## src/rtl/pulse_burst_generator_if.sv

```systemverilog
// Handshake bundle for pulse_burst_generator: START/NUM/PERIOD in, PULSE/BUSY/DONE/Remaining out.
// Defining BURST_ABORT_EN adds the ABORT request line.
interface pulse_burst_generator_if #(
    parameter int bitField = 4,
    parameter int perField = 4
);
    logic                START;
    logic [bitField-1:0] NUM;
    logic [perField-1:0] PERIOD;
`ifdef BURST_ABORT_EN
    logic                ABORT;
`endif
    logic                PULSE;
    logic                BUSY;
    logic                DONE;
    logic [bitField-1:0] Remaining;

    modport master (
`ifdef BURST_ABORT_EN
        output ABORT,
`endif
        output START,
        output NUM,
        output PERIOD,
        input  PULSE,
        input  BUSY,
        input  DONE,
        input  Remaining
    );

    modport slave (
`ifdef BURST_ABORT_EN
        input  ABORT,
`endif
        input  START,
        input  NUM,
        input  PERIOD,
        output PULSE,
        output BUSY,
        output DONE,
        output Remaining
    );
endinterface

```

## src/rtl/pulse_burst_generator.sv

```systemverilog
// Turns one START request into a burst of NUM single-cycle pulses spaced PERIOD cycles apart.
// State advances on the falling CLK edge; optional ABORT input enabled by macro BURST_ABORT_EN.
module pulse_burst_generator #(
    parameter int bitField = 4,
    parameter int perField = 4
) (
    input  logic                    CLK,
    input  logic                    CLEAR,
    pulse_burst_generator_if.slave  bus
);

    typedef enum logic [1:0] {IDLE, FIRE, WAIT, FIN} state_t;

    localparam logic [bitField-1:0] REM_ONE  = 1;
    localparam logic [perField-1:0] PER_ONE  = 1;
    localparam logic [perField-1:0] PER_TWO  = 2;

    state_t              r_state;
    logic [bitField-1:0] r_remaining;
    logic [perField-1:0] r_period;
    logic [perField-1:0] r_count;
    logic                r_pulse;
    logic                r_busy;
    logic                r_done;

    logic                w_abort;
    logic [bitField-1:0] w_remDec;
    logic [perField-1:0] w_startPeriod;

`ifdef BURST_ABORT_EN
    assign w_abort = bus.ABORT;
`else
    assign w_abort = 1'b0;
`endif

    assign w_remDec      = r_remaining - REM_ONE;
    // A zero spacing request behaves exactly like back-to-back pulses.
    assign w_startPeriod = (bus.PERIOD == '0) ? PER_ONE : bus.PERIOD;

    always_ff @(negedge CLK or posedge CLEAR) begin
        if (CLEAR) begin
            r_state     <= IDLE;
            r_remaining <= '0;
            r_period    <= '0;
            r_count     <= '0;
            r_pulse     <= 1'b0;
            r_busy      <= 1'b0;
            r_done      <= 1'b0;
        end else begin
            case (r_state)
                IDLE: begin
                    r_pulse <= 1'b0;
                    r_done  <= 1'b0;
                    r_busy  <= 1'b0;
                    if (bus.START) begin
                        if (bus.NUM != '0) begin
                            r_state     <= FIRE;
                            r_remaining <= bus.NUM;
                            r_period    <= w_startPeriod;
                            r_pulse     <= 1'b1;
                            r_busy      <= 1'b1;
                        end else begin
                            r_state <= FIN;
                            r_done  <= 1'b1;
                        end
                    end
                end

                FIRE: begin
                    if (w_abort || (w_remDec == '0)) begin
                        r_state     <= FIN;
                        r_remaining <= '0;
                        r_pulse     <= 1'b0;
                        r_busy      <= 1'b0;
                        r_done      <= 1'b1;
                    end else begin
                        r_remaining <= w_remDec;
                        if (r_period == PER_ONE) begin
                            r_pulse <= 1'b1;
                        end else begin
                            r_state <= WAIT;
                            r_pulse <= 1'b0;
                            r_count <= r_period - PER_TWO;
                        end
                    end
                end

                // The FIRE cycle plus period-1 WAIT cycles gives start-to-start spacing of period.
                WAIT: begin
                    if (w_abort) begin
                        r_state     <= FIN;
                        r_remaining <= '0;
                        r_pulse     <= 1'b0;
                        r_busy      <= 1'b0;
                        r_done      <= 1'b1;
                    end else if (r_count == '0) begin
                        r_state <= FIRE;
                        r_pulse <= 1'b1;
                    end else begin
                        r_count <= r_count - PER_ONE;
                    end
                end

                FIN: begin
                    r_state     <= IDLE;
                    r_remaining <= '0;
                    r_pulse     <= 1'b0;
                    r_busy      <= 1'b0;
                    r_done      <= 1'b0;
                end

                default: begin
                    r_state     <= IDLE;
                    r_remaining <= '0;
                    r_pulse     <= 1'b0;
                    r_busy      <= 1'b0;
                    r_done      <= 1'b0;
                end
            endcase
        end
    end

    assign bus.PULSE     = r_pulse;
    assign bus.BUSY      = r_busy;
    assign bus.DONE      = r_done;
    assign bus.Remaining = r_remaining;

endmodule

```

## src/flat_wrapper.sv

```systemverilog
// flat-port wrapper written by rule: the top's interface ports become plain ports
module pulse_burst_generator_flat 
#(
    parameter int bitField = 4,
    parameter int perField = 4
)
  (CLK, CLEAR, bus_START, bus_NUM, bus_PERIOD, bus_PULSE, bus_BUSY, bus_DONE, bus_Remaining);
  pulse_burst_generator_if #(.bitField(bitField), .perField(perField)) bus_i ();
  input  logic CLK;
  input  logic CLEAR;
  input wire logic [$bits(bus_i.START)-1:0] bus_START;
  input wire logic [$bits(bus_i.NUM)-1:0] bus_NUM;
  input wire logic [$bits(bus_i.PERIOD)-1:0] bus_PERIOD;
  output wire logic [$bits(bus_i.PULSE)-1:0] bus_PULSE;
  output wire logic [$bits(bus_i.BUSY)-1:0] bus_BUSY;
  output wire logic [$bits(bus_i.DONE)-1:0] bus_DONE;
  output wire logic [$bits(bus_i.Remaining)-1:0] bus_Remaining;
  assign bus_i.START = bus_START;
  assign bus_i.NUM = bus_NUM;
  assign bus_i.PERIOD = bus_PERIOD;
  assign bus_PULSE = bus_i.PULSE;
  assign bus_BUSY = bus_i.BUSY;
  assign bus_DONE = bus_i.DONE;
  assign bus_Remaining = bus_i.Remaining;
  pulse_burst_generator #(.bitField(bitField), .perField(perField)) u_core (.CLK(CLK), .CLEAR(CLEAR), .bus(bus_i));
endmodule
```

## config.mk

```make
export PLATFORM = sky130hd
export DESIGN_NAME = pulse_burst_generator_flat
export DESIGN_NICKNAME = d
export VERILOG_FILES = /design/src/rtl/pulse_burst_generator_if.sv /design/src/rtl/pulse_burst_generator.sv /design/src/flat_wrapper.sv
export SDC_FILE = /design/constraint.sdc
export NUM_CORES = 1
export LEC_CHECK = 0
export CORE_MARGIN = 1.5
export CORE_UTILIZATION = 41
export CTS_BUF_LIST = sky130_fd_sc_hd__clkbuf_4
export CTS_CLUSTER_DIAMETER = 120
export DETAILED_ROUTE_END_ITERATION = 6
export HOLD_SLACK_MARGIN = 0.08
export SETUP_SLACK_MARGIN = 0.05
export SLEW_MARGIN = 10
export SYNTH_ARGS = -nofsm -noshare
export SYNTH_HDL_FRONTEND = slang
export SYNTH_SLANG_ARGS = --single-unit
```

## constraint.sdc

```tcl
create_clock -name CLK -period 3.2 [get_ports CLK]
set_clock_uncertainty 0.15 [all_clocks]
set_input_delay 0.32 -clock CLK [delete_from_list [all_inputs] [get_ports CLK]]
set_output_delay 0.32 -clock CLK [all_outputs]
set_load 0.005 [all_outputs]
```

==> flow_summary.ini, run 1 <==
[run_status]
status = finished clean

[clock_tree]
cts_buffers = 3
cts_max_level = 1
clk_path_buf_depth = 2
clkSlewWorstSetupHoldPaths_ps = 60
worstSkewPairLatency_ps = 290
cts_tree = built
cts_root_buffer = clkbuf_4
numClockSinks = 17

[placed_design]
gp_congestion = 0.807
numPortBuffers = 17
dp.cells = 160
dpl.hpwl_um = 1700

[die]
initial_core_util_pct = 44.9
pin_count = 18
die_area_mm2 = 0.00282
die_w_um = 53.1
chipHeight_um = 53.1
num_rows = 17
coreArea_mm2 = 0.00230

[synthesis]
syn_inst = 108
avgSynthCellArea_um2 = 9.55
syn-num-nets = 123
ys_async_sr_fraction_pct = 100
yosysMostFrequentCell = dfrtn_1
synth_top_cell_area_share_pct = 41.3
netlist_area_mm2 = 0.00103
synth_xor_area_share_pct = 3.40
synthTopCellsByArea = dfrtn_1 (41%), ha_1 (4.9%), o21ai_0 (4.4%)
synth_mux_area_share_pct = 4.49
synthTopCellsByCount = dfrtn_1 (17), nand2_1 (10), o21ai_0 (9)
yosys_warnings = 0
synth-seq-cells = 17
synth_top_family_by_area = compound AO/OA/AOI/OAI gates
synth_area_leader_cell = dfrtn_1
synth_cell_types = 39
synth_adder_area_share_pct = 4.85
synthSimpleGateAreaFrac_pct = 18.1
ys.flop_type = dfrtn_1
synth_compound_area_share_pct = 23.7
synth_seq_area_share_pct = 41.3
synth_edf_count = 0

[worst_hold_path]
holdCritPathClass = register to register
whs_path_depth = 1
min_to = u_core.bus.DONE
hold_start = u_core.bus.DONE

[power_and_ir_drop]
vdd_drop_max_uv = 475
power_density_mw_per_mm2 = 989
leakage_nw = 0.635
p_total_w = 0.00135

[detailed_routing]
wl_um = 2300
drc = 0
wl_per_cell_um = 13.7
drt-pass1-iter-count = 4
dr.first_iter.drc_count = 18
viasPerCell = 5.46
detail-route-antenna-nets = 0
via_count = 911

[grt]
grt_pass1_wl_um = 4030
grt_usage_pct = 20.0
grt_use_met3_pct = 5.93
gr-max-usage-layer = met2
first_global_vias = 887
grt_max_degree = 18
grtUsageMet1_pct = 26.2
grt_antenna_before_repair = 0
grt_overflow = 0
use_met2_pct = 31.9

[setup_path]
critPathTopFamily = simple AND/OR/NAND/NOR gates
r2r-start = u_core.r_state[0]
end_kind = register
worst_path_largest_cell_delay_ps = 310
cp_max_fo = 6
timing.reg2reg.setup_slack_ps = 1010
cp.buffers_inverters = 1
critPathArrivalTime_ps = 1500
regToRegEndpoint = u_core.r_count[1]
crit_slowest_cell = nor4_2
crit_type = primary input to register
cp-start-kind = primary input
path_cells = dlygate4sd2_1 > nor4_2 > nand2b_4 > nor2_4 > mux2_4
worstPathRequired_ps = 1590
r2r_cells = 4

[sta]
setup_violations = 0
maxSlewHeadroom_pct = 63.1
final_max_slew_viol_count = 0
tightest_slew_ps = 553
hold_viol = 0
grt_setup_unrepaired = false

[job]
cap_viol_max_count = 0

[layout]
fillers = 225
area_growth_pct = 32.9
drive_above_1_share_pct = 21.6
diodes = 0
multi_input_area_um2 = 589
stdcell_count = 167
nNetsFinal = 155
ff_latch_area_um2 = 425
registers in the layout (all words and copies together) (netlist names):
name	count
u_core.bus.BUSY	1
u_core.bus.DONE	1
u_core.bus.PULSE	1
u_core.bus.Remaining	4
u_core.r_count	4
u_core.r_period	4
u_core.r_state	2
report_power, final:
group	internal [W]	total [W]	switching (W)	leakage [nW]
registers	0.000329	0.000444	0.000114	0.208
clock network	0.0000570	0.000121	0.0000642	0.0184
logic	0.000394	0.000790	0.000397	0.409
total	0.000780	0.00135	0.000575	0.635
cells by family (layout without fill, tap and decap cells):
kind of cell	count (synthesis)	in the layout
AND/OR/NAND/NOR	34	34
adder cells (fa/ha/maj)	4	4
AO/OA/AOI/OAI	34	34
flip-flops	17	17
buffers and inverters	11	42
multiplexers	4	4
XOR/XNOR	4	4
worst max path at each step:
stage | endpoint | startpoint | depth (start not counted)
floorplan | u_core.r_period[3] | bus_NUM[0] | 4
global placement | u_core.r_period[3] | bus_NUM[0] | 5
detailed placement | u_core.r_period[3] | bus_NUM[0] | 5
CTS | u_core.r_period[3] | bus_START | 5
global route | u_core.r_period[1] | bus_NUM[0] | 7
finish | u_core.r_period[3] | bus_NUM[0] | 5
area by class of cell:
| class | instances | share of cell area (%) |
|---|---|---|
| multi-input combinational | 80 | 43.0 |
| sequential | 17 | 31.1 |
| timing repair buffer | 30 | 19.0 |
| tap | 28 | 2.56 |
| clock buffer | 4 | 2.19 |
| inverter | 8 | 2.19 |
timing repair:
item / in CTS / in global routing
resized for setup: 17 / 3
hold endpoints to repair: 0 / 0
endpoints found under the setup margin: 14 / 3
pin swaps: 1 / 2
hold buffers: 0 / 0
setup buffers: 2 / 1
routing by layer:
metal / share of wire [%] / vias to the layer above / routed length (um)
met4: 0.74 / 0 / 17
met5: 0 / - / 0
met3: 4.7 / 2 / 107
met2: 45 / 27 / 1030
li1: - / 449 / -
met1: 50 / 433 / 1140
per-stage QoR:
step | setup TNS [ps] | area (um^2) | hold WS (ps) | worst slack (ps) | utilization, %
finish | 0 | 1370 | 286 | 88.9 | 59.6
global route | 0 | 1370 | 325 | 41.6 | 59.6
CTS | 0 | 1360 | 295 | 50.1 | 59.0
detailed placement | -3990 | 1300 | 298 | -492 | 56.5
global placement | -3300 | 1300 | 293 | -413 | 56.5
floorplan | 0 | 1030 | 281 | 70.1 | -
cell usage in the layout (no fill, tap or decap), types with 4 or more instances in the layout:
cell type,instances
a21oi_1,5
buf_4,12
clkbuf_4,4
clkdlybuf4s50_1,5
dfrtn_1,17
dlygate4sd2_1,11
ha_1,4
inv_1,8
nand2_1,10
nor2_1,6
o21ai_0,8
o22ai_1,4
No activity file was read; power rests on OpenSTA's default activity.
==> run 2: changes to the inputs <==
--- a/config.mk
+++ b/config.mk
@@ -8,7 +8,6 @@
 export CORE_MARGIN = 1.5
 export CORE_UTILIZATION = 41
 export CTS_BUF_LIST = sky130_fd_sc_hd__clkbuf_4
-export CTS_CLUSTER_DIAMETER = 120
 export DETAILED_ROUTE_END_ITERATION = 6
 export HOLD_SLACK_MARGIN = 0.08
 export SETUP_SLACK_MARGIN = 0.05
==> results of run 2 <==
Final layout, timing and power as in run 1 (identical DEF).
==> run 3: changes to the inputs <==
--- a/config.mk
+++ b/config.mk
@@ -11,7 +11,7 @@
 export DETAILED_ROUTE_END_ITERATION = 6
 export HOLD_SLACK_MARGIN = 0.08
 export SETUP_SLACK_MARGIN = 0.05
-export SLEW_MARGIN = 10
+export SLEW_MARGIN = 20
 export SYNTH_ARGS = -nofsm -noshare
 export SYNTH_HDL_FRONTEND = slang
 export SYNTH_SLANG_ARGS = --single-unit
==> results of run 3 <==
Final layout, timing and power as in run 1 (identical DEF).
